## src/rtl/imem_loader_pkg.sv

```systemverilog
// Shared types and sizing for the instruction-memory loader.
package imem_loader_pkg;

    localparam int unsigned IMEM_DEPTH  = 512;
    localparam int unsigned IMEM_ADDR_W = 9;

    typedef enum logic [1:0] {
        StIdle  = 2'd0,
        StLoad  = 2'd1,
        StFlush = 2'd2,
        StDone  = 2'd3
    } state_e;

endpackage

```

## src/rtl/imem_loader_byte_word_packer.sv

```systemverilog
// Packs accepted bytes little-endian into 32-bit words; emits a one-cycle word_valid
// the cycle after the fourth byte of a word is accepted.
module byte_word_packer (
    input  logic        clk,
    input  logic        rst,
    input  logic        clear,
    input  logic        in_valid,
    input  logic [7:0]  in_data,
    output logic        byte_last,
    output logic        word_valid,
    output logic [31:0] word
);

    logic [1:0]  cnt_q, cnt_d;
    logic [31:0] word_q, word_d;
    logic        valid_q, valid_d;

    assign byte_last = in_valid && (cnt_q == 2'd3);

    always_comb begin
        cnt_d   = cnt_q;
        word_d  = word_q;
        valid_d = 1'b0;
        // A clear discards any partial word, including a byte arriving in the same cycle.
        if (clear) begin
            cnt_d = 2'd0;
        end else if (in_valid) begin
            word_d  = {in_data, word_q[31:8]};
            cnt_d   = cnt_q + 2'd1;
            valid_d = (cnt_q == 2'd3);
        end
    end

    always_ff @(posedge clk or posedge rst) begin
        if (rst) begin
            cnt_q   <= 2'd0;
            word_q  <= 32'd0;
            valid_q <= 1'b0;
        end else begin
            cnt_q   <= cnt_d;
            word_q  <= word_d;
            valid_q <= valid_d;
        end
    end

    assign word_valid = valid_q;
    assign word       = word_q;

endmodule

```

## src/rtl/imem_loader.sv

```systemverilog
// Streams a host byte program into the Icache write port and holds the core in reset
// until the whole program has been written.
module imem_loader
    import imem_loader_pkg::*;
#(
    parameter int unsigned ADDR_W = IMEM_ADDR_W,
    parameter int unsigned DEPTH  = IMEM_DEPTH
) (
    input  logic              clk,
    input  logic              rst,
    input  logic              start,
    input  logic [ADDR_W:0]   len_words,
    input  logic              abort,
    input  logic              s_valid,
    input  logic [7:0]        s_data,
    output logic              s_ready,
    output logic              imem_we,
    output logic [ADDR_W-1:0] imem_addr,
    output logic [31:0]       imem_din,
    output logic              core_hold,
    output logic              busy,
    output logic              done,
    output logic              err,
    output logic [31:0]       checksum
);

    localparam logic [ADDR_W:0] DepthL = (ADDR_W + 1)'(DEPTH);
    localparam logic [ADDR_W:0] OneL   = (ADDR_W + 1)'(1);

    state_e              state_q, state_d;
    logic [ADDR_W:0]     len_q, len_d;
    logic [ADDR_W-1:0]   addr_q, addr_d;
    logic [31:0]         checksum_q, checksum_d;
    logic                err_q, err_d;

    logic        active, abort_act, start_act, len_ok, start_go;
    logic        accept, byte_last, word_valid, last_word;
    logic [31:0] word;

    assign active    = (state_q == StLoad) || (state_q == StFlush);
    assign abort_act = abort && active;
    assign start_act = start && !active;
    assign len_ok    = (len_words != '0) && (len_words <= DepthL);
    assign start_go  = start_act && len_ok;
    assign accept    = s_valid && s_ready;
    // addr_q has already advanced past every earlier word by the time byte 3 arrives.
    assign last_word = (({1'b0, addr_q} + OneL) == len_q);

    byte_word_packer u_packer (
        .clk        (clk),
        .rst        (rst),
        .clear      (start_go || abort_act),
        .in_valid   (accept),
        .in_data    (s_data),
        .byte_last  (byte_last),
        .word_valid (word_valid),
        .word       (word)
    );

    always_ff @(posedge clk or posedge rst) begin
        if (rst) begin
            state_q <= StIdle;
        end else begin
            state_q <= state_d;
        end
    end

    always_comb begin
        state_d = state_q;
        unique case (state_q)
            StIdle, StDone: begin
                if (start_act) state_d = len_ok ? StLoad : StIdle;
            end
            StLoad: begin
                if (abort) state_d = StIdle;
                else if (byte_last && last_word) state_d = StFlush;
            end
            StFlush: state_d = abort ? StIdle : StDone;
            default: state_d = StIdle;
        endcase
    end

    always_comb begin
        s_ready   = (state_q == StLoad);
        busy      = active;
        done      = (state_q == StDone);
        core_hold = (state_q != StDone);
    end

    always_comb begin
        len_d      = len_q;
        addr_d     = addr_q;
        checksum_d = checksum_q;
        err_d      = err_q;
        if (word_valid) begin
            checksum_d = checksum_q + word;
            // The final write happens in FLUSH; holding the index there prevents a wrap.
            if (state_q == StLoad) addr_d = addr_q + 1'b1;
        end
        if (abort_act) err_d = 1'b1;
        if (start_act) begin
            if (len_ok) begin
                len_d      = len_words;
                addr_d     = '0;
                checksum_d = '0;
                err_d      = 1'b0;
            end else begin
                err_d = 1'b1;
            end
        end
    end

    always_ff @(posedge clk or posedge rst) begin
        if (rst) begin
            len_q      <= '0;
            addr_q     <= '0;
            checksum_q <= '0;
            err_q      <= 1'b0;
        end else begin
            len_q      <= len_d;
            addr_q     <= addr_d;
            checksum_q <= checksum_d;
            err_q      <= err_d;
        end
    end

    assign imem_we   = word_valid;
    assign imem_addr = addr_q;
    assign imem_din  = word;
    assign err       = err_q;
    assign checksum  = checksum_q;

endmodule

```

## config.mk

```make
export PLATFORM = sky130hd
export DESIGN_NAME = imem_loader
export DESIGN_NICKNAME = d
export VERILOG_FILES = /design/src/rtl/imem_loader_pkg.sv /design/src/rtl/imem_loader_byte_word_packer.sv /design/src/rtl/imem_loader.sv
export SDC_FILE = /design/constraint.sdc
export NUM_CORES = 1
export LEC_CHECK = 0
export CAP_MARGIN = 20
export CORE_ASPECT_RATIO = 0.9
export CORE_UTILIZATION = 60
export DETAILED_ROUTE_END_ITERATION = 8
export DONT_BUFFER_PORTS = 1
export PLACE_DENSITY_LB_ADDON = 0.05
export REMOVE_ABC_BUFFERS = 1
export SETUP_SLACK_MARGIN = 0.02
export SYNTH_ARGS = -nofsm -noshare
export SYNTH_HDL_FRONTEND = slang
export SYNTH_SLANG_ARGS = --single-unit
```

## constraint.sdc

```tcl
create_clock -name clk -period 5.9 [get_ports clk]
set_clock_uncertainty 0.05 [all_clocks]
set_input_delay 0.59 -clock clk [delete_from_list [all_inputs] [get_ports clk]]
set_output_delay 0.59 -clock clk [all_outputs]
set_load 0.03 [all_outputs]
```

=== Word level (Yosys, flattened, before mapping) ===
Cells that the tools add are included.
W data, S select, Z words.

* Output and inout bits: 79
* Memories kept: 0
* Memory bits (read-only): 0
* Flip-flop bits (word level): 89
* Bits in latches: 0
* Bits in writable memories: 0

* $lt $le $gt $ge: 1
* Bitwise logic cells: 1
* $add $sub $neg: 4
* Mux-type cells: 20
* Div/mod/pow operators: 0
* Equality and inequality tests: 8
* Multipliers: 0
* Reductions and logical operators: 18
* Shifts and indexed selects: 0

{| class="wikitable"
|+ Operators by type and width
! kind !! count
|-
| $mux W32 || 3
|-
| $mux W9 || 4
|-
| $add A32 B32 Y32 || 1
|-
| $mux W2 || 6
|-
| $add A9 B1 Y10 const B || 1
|-
| $eq A10 B10 Y1 || 1
|-
| $le A10 B10 Y1 const B || 1
|-
| $reduce_bool A10 Y1 || 1
|-
| $add A9 B1 Y9 const B || 1
|-
| $logic_and A1 B1 Y1 || 7
|-
| $eq A2 B2 Y1 const B || 3
|-
| $mux W1 || 6
|-
| $pmux W2 S3 || 1
|-
| $reduce_and A2 Y1 || 3
|-
| $ne A2 B2 Y1 const B || 2
|-
| $reduce_bool A2 Y1 || 2
|-
| $ne A3 B2 Y1 const B || 1
|-
| $add A2 B1 Y2 const B || 1
|-
| $eq A2 B1 Y1 const B || 1
|-
| $logic_not A2 Y1 || 1
|-
| $logic_or A1 B1 Y1 || 2
|-
| $reduce_or A2 Y1 || 1
|-
| $logic_not A1 Y1 || 1
|-
| $not A1 Y1 || 1
|}

=== Logic depth before layout (Yosys ltp) ===
Gate-level depths: netlist of run 1.

* Depth in word-level cells: 8
* Depth in mapped cells: 10
* Gate-level depth less buffers: 9

=== Hierarchy ===
From an unflattened synthesis of run 1, not the netlist that was laid out.

* Cell total of the unflattened synthesis: 590
* Area total of the unflattened synthesis: 5,734.2 um^2

{| class="wikitable"
|+ By module, submodules not included
! module !! area an instance (um^2) !! seq. area each (um^2) !! instances !! cells an instance
|-
| imem_loader || 4,247.8 || 1,351.3 || 1 || 510
|-
| byte_word_packer || 1,486.4 || 875.8 || 1 || 80
|}

=== Least setup slack after synthesis of run 1 ===
Ideal clock, no wire load.

* Path kind: flip-flop to flip-flop
* Start: register u_packer.word_q[0], in the netlist u_packer.word[0]
* End: register checksum_q[10], in the netlist checksum[10]
* Path buffers: 0
* Arrival time: 2,533 ps
* Library setup time: 126 ps
* Stages on the path, launching flop included: 10
* Slack: 3,190 ps
* Clock period less this slack: 2,710 ps
* Data required time: 5,724 ps
* Path through: dfrtp_1 -> ha_1 -> fa_1 -> a21o_1 -> a221oi_2 -> o21ai_0 -> a21o_1 -> a21oi_1 -> nor4_1 -> a311o_1

* Longest elaborated chain between the ends: 4

{| class="wikitable"
|+ RTL lines
! item !! line !! text
|-
| start: declaration || imem_loader_byte_word_packer.sv:15 || <nowiki>logic [31:0] word_q, word_d;</nowiki>
|-
| start signal: assignment || imem_loader_byte_word_packer.sv:41 || <nowiki>word_q <= word_d;</nowiki>
|-
| $add A32 B32 Y32 (*) || imem_loader.sv:96 || <nowiki>checksum_d = checksum_q + word;</nowiki>
|-
| $mux W32 (*) || imem_loader.sv:95 || <nowiki>if (word_valid) begin</nowiki>
|-
| $mux W32 || imem_loader.sv:102 || <nowiki>if (len_ok) begin</nowiki>
|-
| $mux W32 (*) || imem_loader.sv:101 || <nowiki>if (start_act) begin</nowiki>
|-
| net checksum_d[10] || imem_loader.sv:33 || <nowiki>logic [31:0] checksum_q, checksum_d;</nowiki>
|-
| end signal: assignment || imem_loader.sv:122 || <nowiki>checksum_q <= checksum_d;</nowiki>
|-
| end: declaration || imem_loader.sv:33 ||
|}

Mark *: on every way through the listed nets, which the timed path passes. The rest lies on a longest branch.
A chain may end at the register's enable or synchronous reset.

=== Final worst setup path of run 1 ===
* Start: register checksum_q[0], in the netlist checksum[0]
* End: register checksum_q[30], in the netlist checksum[30]

* Longest elaborated chain between the ends: 4

{| class="wikitable"
|+ RTL lines
! item !! line
|-
| $add A32 B32 Y32 (*) || imem_loader.sv:96
|-
| $mux W32 (*) || imem_loader.sv:95
|-
| $mux W32 || imem_loader.sv:102
|-
| $mux W32 (*) || imem_loader.sv:101
|-
| net checksum_d[30] || imem_loader.sv:33
|}

Marked as above.

==> impl_metrics.json, run 1 <==
{
  "outcome": "finished clean",
  "combPwrFrac": 0.375,
  "ys_async_sr_fraction": 1.00,
  "place_hpwl_um": 9550,
  "maxCapViolations": 0,
  "rsz0062_at_grt": "false",
  "fmax_ghz": 0.338,
  "synth-edff-count": 0,
  "floorplan.initialDensity": 0.621,
  "drtPass1Iterations": 5,
  "wire_per_inst_um": 18.9,
  "cts_buffers": 9,
  "dr_total_vias": 4391,
  "syn_to_final_growth_pct": 5.08,
  "cp-start-kind": "register",
  "wl_um": 13400,
  "cp.arrival_ps": 3220,
  "worst_pin_slew_ps": 1090,
  "hold_end": "len_q[3]",
  "grt_max_degree": 87,
  "cts_root_buf": "clkbuf_8",
  "rows": 33,
  "setup_ws_ps": 2940,
  "dieWidth_um": 104,
  "synthesis.area_um2": 5670,
  "finalSetupViolations": 0,
  "syn_area_per_cell_um2": 9.65,
  "clk_pin_slew_ps": 100,
  "swShare": 0.469,
  "grt_pass1_vias": 4260,
  "fin_area_um2": 5950,
  "ys_types": 53,
  "ys.flop_type": "dfrtp_1",
  "clockBufferDepth": 2,
  "p_leak_nw": 2.83,
  "crit_fanout": 5,
  "grt-ovfl-total": 0,
  "grt_use_total": 0.286,
  "routed_via_density": 6.20,
  "grt_pass1_wl_um": 22000,
  "slew_headroom": 0.272,
  "drive_gt1_frac": 0.108,
  "power_frac_clock": 0.155,
  "port_buffers": 0,
  "place_ws_ps": 2930,
  "post_dp_cell_area_um2": 5740,
  "r2r-end": "checksum[30]",
  "ys_warn_count": 0,
  "cts_tree": "built",
  "place.gp.congestion": 0.864,
  "drc_errors": 0,
  "rr_startpoint": "checksum[0]",
  "fin_nets": 641,
  "cts.sinks": 89,
  "htree_num_levels": 3,
  "synth-seq-area-share": 0.393,
  "worstHoldStart": "len_words[3]",
  "tns_ps": 0,
  "fin_crit_ps": 2960,
  "p_switching_mw": 1.23,
  "irDropWorstVdd_uv": 333,
  "p_int_mw": 1.39,
  "required_ps": 6160,
  "core-area_um2": 9130,
  "maxSlewViolCount": 0,
  "synth-seq-cells": 89,
  "antenna_found_initial": 0,
  "hp-class": "primary input to register",
  "hold_path_depth": 2,
  "seqPwrFrac": 0.470,
  "die_y_um": 94.2,
  "clk_latency_ps": 370,
  "hold_viol_final": 0,
  "cellPowerDensity_nw_per_um2": 441,
  "end_kind": "register",
  "critical_path_class": "register to register",
  "drt-initial-drc-count": 293,
  "num_io_pins": 102,
  "layout_worst_path_cycle_share": 0.502,
  "antenna_left": 0,
  "p_total_mw": 2.63,
  "die_area_um2": 9840,
  "netlist_instances": 587,
  "n_antenna_cell": 0,
  "r2r_cells": 9,
  "reg2reg_setup_slack_ps": 2940
}
-- what timing repair did --
item | CTS | global route
resized for setup | 0 | 0
setup buffers | 0 | 0
endpoints found under the hold margin | 3 | 0
hold buffers | 1 | 0
-- cell type report --
type                       instances  area (um2)
multi-input combinational        466        3300
fill                             759        3170
sequential                        89        2230
clock buffer                      10         138
timing repair buffer               5        52.6
inverter                          10        38.8
tap                              122         153
clock inverter                     6        48.8
-- layer usage --
metal / global-route usage / share of wire
met5: 0 / 0
met1: 0.393 / 0.46
met4: 0.0762 / 0.014
met3: 0.0735 / 0.062
met2: 0.448 / 0.47
-- through the flow --
stage | util | instances | hold slack (ps)
after floorplan | - | 565 | 415
after global placement | 0.629 | 690 | 280
after detailed placement | 0.629 | 690 | 283
after CTS | 0.650 | 707 | 262
after global routing | 0.653 | 708 | 264
final | 0.653 | 708 | 271
-- synthesized netlist by cell type (4+ instances only) --
library cell  instances  area [um2]
a211oi_1              7        52.6
a21o_1               17         128
a21oi_1              40         200
a31oi_1               6        37.5
and2_1                4        25.0
and3_1                6        37.5
and4_1                4        35.0
clkbuf_1             16        60.1
dfrtp_1              89        2230
ha_1                 36         450
inv_1                10        37.5
mux2_2                4        45.0
mux2_4               29         435
mux2i_1              17         170
nand2_1              68         255
nand2b_1              4        25.0
nand3_1              17        85.1
nand4_1              10        62.6
nor2_1               56         210
nor2b_1               4        25.0
nor3_1                9        45.0
nor4_1                6        37.5
o211ai_1              4        30.0
o21ai_0              31         155
o22ai_1               4        25.0
or3_1                 5        31.3
xnor2_1              22         193
xor2_1               24         210
-- placed cells by master (no fill, tap or decap), types with 6 or more instances in the layout --
cell type	Yosys	layout
a31oi_1	6	6
mux2_4	29	29
clkbuf_8	0	10
nor4_1	6	6
mux2i_1	17	17
a21o_1	17	17
a211oi_1	7	7
a21oi_1	40	40
and3_1	6	6
nand2_1	68	68
inv_1	10	9
xor2_1	24	24
nand3_1	17	17
nor2_1	56	56
o21ai_0	31	31
xnor2_1	22	22
ha_1	36	36
nand4_1	10	10
dfrtp_1	89	89
nor3_1	9	9
-- power by group through the flow --
| stage | registers [mW] | clock network, mW | logic [mW] |
|---|---|---|---|
| after floorplan | 1.17 | 0 | 0.810 |
| after global placement | 1.24 | 0 | 0.942 |
| after detailed placement | 1.25 | 0 | 0.972 |
| after CTS | 1.24 | 0.413 | 0.978 |
| after global routing | 1.27 | 0.437 | 1.08 |
| final | 1.24 | 0.407 | 0.984 |
-- how the worst max path moves through the flow --
stage,from,to,slack [ps],cells after the start
2_1_floorplan,len_words[2],u_packer.word[17],1930,6
3_3_place_gp,len_words[2],checksum[30],2910,7
3_5_place_dp,len_words[2],u_packer.word[17],2930,6
4_1_cts,u_packer.word[0],checksum[30],2950,9
5_1_grt,checksum[0],checksum[30],2740,9
6_report,checksum[0],checksum[30],2940,9
-- cell families (layout without fill, tap and decap cells) --
logic type / Yosys count / after routing / share of synthesized area
buf+inv: 32 / 31 / 0.0254
mux: 50 / 50 / 0.115
simple gates: 200 / 200 / 0.163
xor+xnor: 46 / 46 / 0.0711
fa+ha+maj: 37 / 37 / 0.0830
compound gates: 133 / 133 / 0.149
flops: 89 / 89 / 0.393
-- critical path, stage by stage (launching register included) --
cell	delay (ps)
dfrtp_1	560
ha_1	270
fa_1	230
a21o_1	150
a221oi_2	90
or3_1	420
a21oi_2	330
a21boi_0	200
or4_1	500
nand3_1	100
-- sequential cells by signal, summed over array words and instances, names as in the netlist --
| signal | cells |
|---|---|
| u_packer.cnt_q | 2 |
| imem_addr | 9 |
| u_packer.word_valid | 1 |
| err | 1 |
| len_q | 10 |
| checksum | 32 |
| u_packer.word | 32 |
| state_q | 2 |
Power figures use the tool's default switching activity.
==> run 2: changes to the inputs <==
- CORE_UTILIZATION: 60 -> 58
- clock period: 5.9 -> 2.7 ns (I/O delays scaled with it)
==> run 2 against run 1 <==
Fmax up 15%. Worst hold slack got worse by 200 ps. Register-to-register slack got worse by 2800 ps. Clock power rose to 2.7 times the previous value. Setup slack worse by 2800 ps. Final cell count grew 14%. Largest power group is now combinational logic. Die area is 3.4% higher. Global-route usage is 2.9 points higher. Non-clock buffer count up 98. Flip-flop and latch count unchanged. Critical path type unchanged. Combinational power rose to 3.5 times the previous value. Utilization grew 8.6 points.
==> impl_metrics.json, run 2 (same netlist as run 1, synthesis figures left out) <==
{
  "slew_headroom": 0.491,
  "fin_nets": 739,
  "core-area_um2": 9290,
  "power_frac_clock": 0.167,
  "place_ws_ps": 23.1,
  "crit_fanout": 4,
  "fin_crit_ps": 2570,
  "end_kind": "register",
  "grt_max_degree": 49,
  "htree_num_levels": 3,
  "maxCapViolations": 0,
  "n_antenna_cell": 0,
  "place.gp.congestion": 0.852,
  "place_hpwl_um": 11200,
  "die_area_um2": 10200,
  "dieWidth_um": 106,
  "critical_path_class": "register to register",
  "cellPowerDensity_nw_per_um2": 954,
  "drt-initial-drc-count": 302,
  "combPwrFrac": 0.525,
  "die_y_um": 95.8,
  "maxSlewViolCount": 0,
  "layout.cells.most_common_list": "dfrtp_1, buf_4, nand2_1",
  "dr_total_vias": 4856,
  "wire_per_inst_um": 19.0,
  "wl_um": 15300,
  "p_leak_nw": 3.35,
  "swShare": 0.428,
  "layout_worst_path_cycle_share": 0.951,
  "antenna_left": 0,
  "cts_tree": "built",
  "hp-class": "primary input to register",
  "cts.sinks": 89,
  "clk_pin_slew_ps": 80,
  "p_int_mw": 3.74,
  "p_switching_mw": 2.80,
  "grt_use_total": 0.315,
  "mostFrequentLayoutCell": "dfrtp_1",
  "cts_buffers": 9,
  "drc_errors": 0,
  "cp.arrival_ps": 2800,
  "clk_latency_ps": 370,
  "whs_ps": 69.1,
  "cts_root_buf": "clkbuf_8",
  "drive_gt1_frac": 0.218,
  "fmax_ghz": 0.389,
  "seqPwrFrac": 0.308,
  "hold_viol_final": 0,
  "rows": 33,
  "num_io_pins": 102,
  "outcome": "finished clean",
  "required_ps": 2940,
  "drtPass1Iterations": 4,
  "port_buffers": 0,
  "worst_pin_slew_ps": 763,
  "syn_to_final_growth_pct": 21.0,
  "floorplan.initialDensity": 0.610,
  "antenna_found_initial": 0,
  "clockBufferDepth": 2,
  "grt_pass1_vias": 4841,
  "grt_pass1_wl_um": 24400,
  "setup_ws_ps": 132,
  "cp-start-kind": "register",
  "routed_via_density": 6.04,
  "irDropWorstVdd_uv": 684,
  "finalSetupViolations": 0,
  "grt-ovfl-total": 0
}
[run 2: repair_timing]
item	in CTS	in global routing
pin swaps	1	4
gates cloned	0	0
hold buffers	19	0
hold endpoints to repair	55	0
gates resized for setup	1	14
endpoints found under the setup margin	1	13
setup buffers	0	2
[run 2: metal layers]
| layer | GRT usage | vias up | part of all wire |
|---|---|---|---|
| met5 | 0 | - | 0 |
| met1 | 0.406 | 2393 | 0.44 |
| met4 | 0.0949 | 0 | 0.017 |
| met2 | 0.526 | 144 | 0.48 |
| met3 | 0.0799 | 22 | 0.057 |
| li1 | - | 2297 | - |
[run 2: final timing paths]
kind / start / endpoint / slack (ps) / cells past startpoint
max in group asynchronous: rst / checksum[25] / 1350 / 3
min reg2reg: len_q[0] / len_q[0] / 460 / 2
max reg2reg: u_packer.word[2] / checksum[29] / 130 / 8
max: u_packer.word[2] / checksum[29] / 130 / 8
min: abort / err / 70 / 2
min in group asynchronous: rst / state_q[0] / 420 / 2
[run 2: metrics by stage]
step           instance area, um2  power [mW]   util  setup TNS (ps)  instances
2_1_floorplan                5560        4.32      -          -29060        565
3_3_place_gp                 6360        5.28  0.684               0        769
3_5_place_dp                 6360        5.38  0.684               0        769
4_1_cts                      6780        6.51  0.730               0        802
5_1_grt                      6860        6.91  0.738           -6.41        804
6_report                     6860        6.54  0.738               0        804
[run 2: worst max-delay path, cell delays in order (launching register included)]
cell and delay [ps]:
dfrtp_1 400, ha_1 360, o211ai_1 130, o21ai_0 420, a31oi_2 250, nor3_1 350, nand2_1 150, a211o_1 310
o211ai_1 80
[run 2: layout make-up]
cell class | count | area [um2]
flip-flops and latches | 89 | 2230
inverters | 10 | 38.8
clock buffers | 11 | 141
repair buffers | 103 | 846
multi-input cells | 466 | 3360
well taps | 122 | 153
fillers | 702 | 2430
clock inverters | 3 | 90.1
[run 2: power groups by stage]
stage          Combinational [mW]  Clock, mW  Sequential [mW]
6_report                     3.44       1.09             2.01
2_1_floorplan                1.77          0             2.55
3_5_place_dp                 3.34          0             2.03
5_1_grt                      3.71       1.15             2.06
4_1_cts                      3.39       1.11             2.01
3_3_place_gp                 3.26          0             2.02
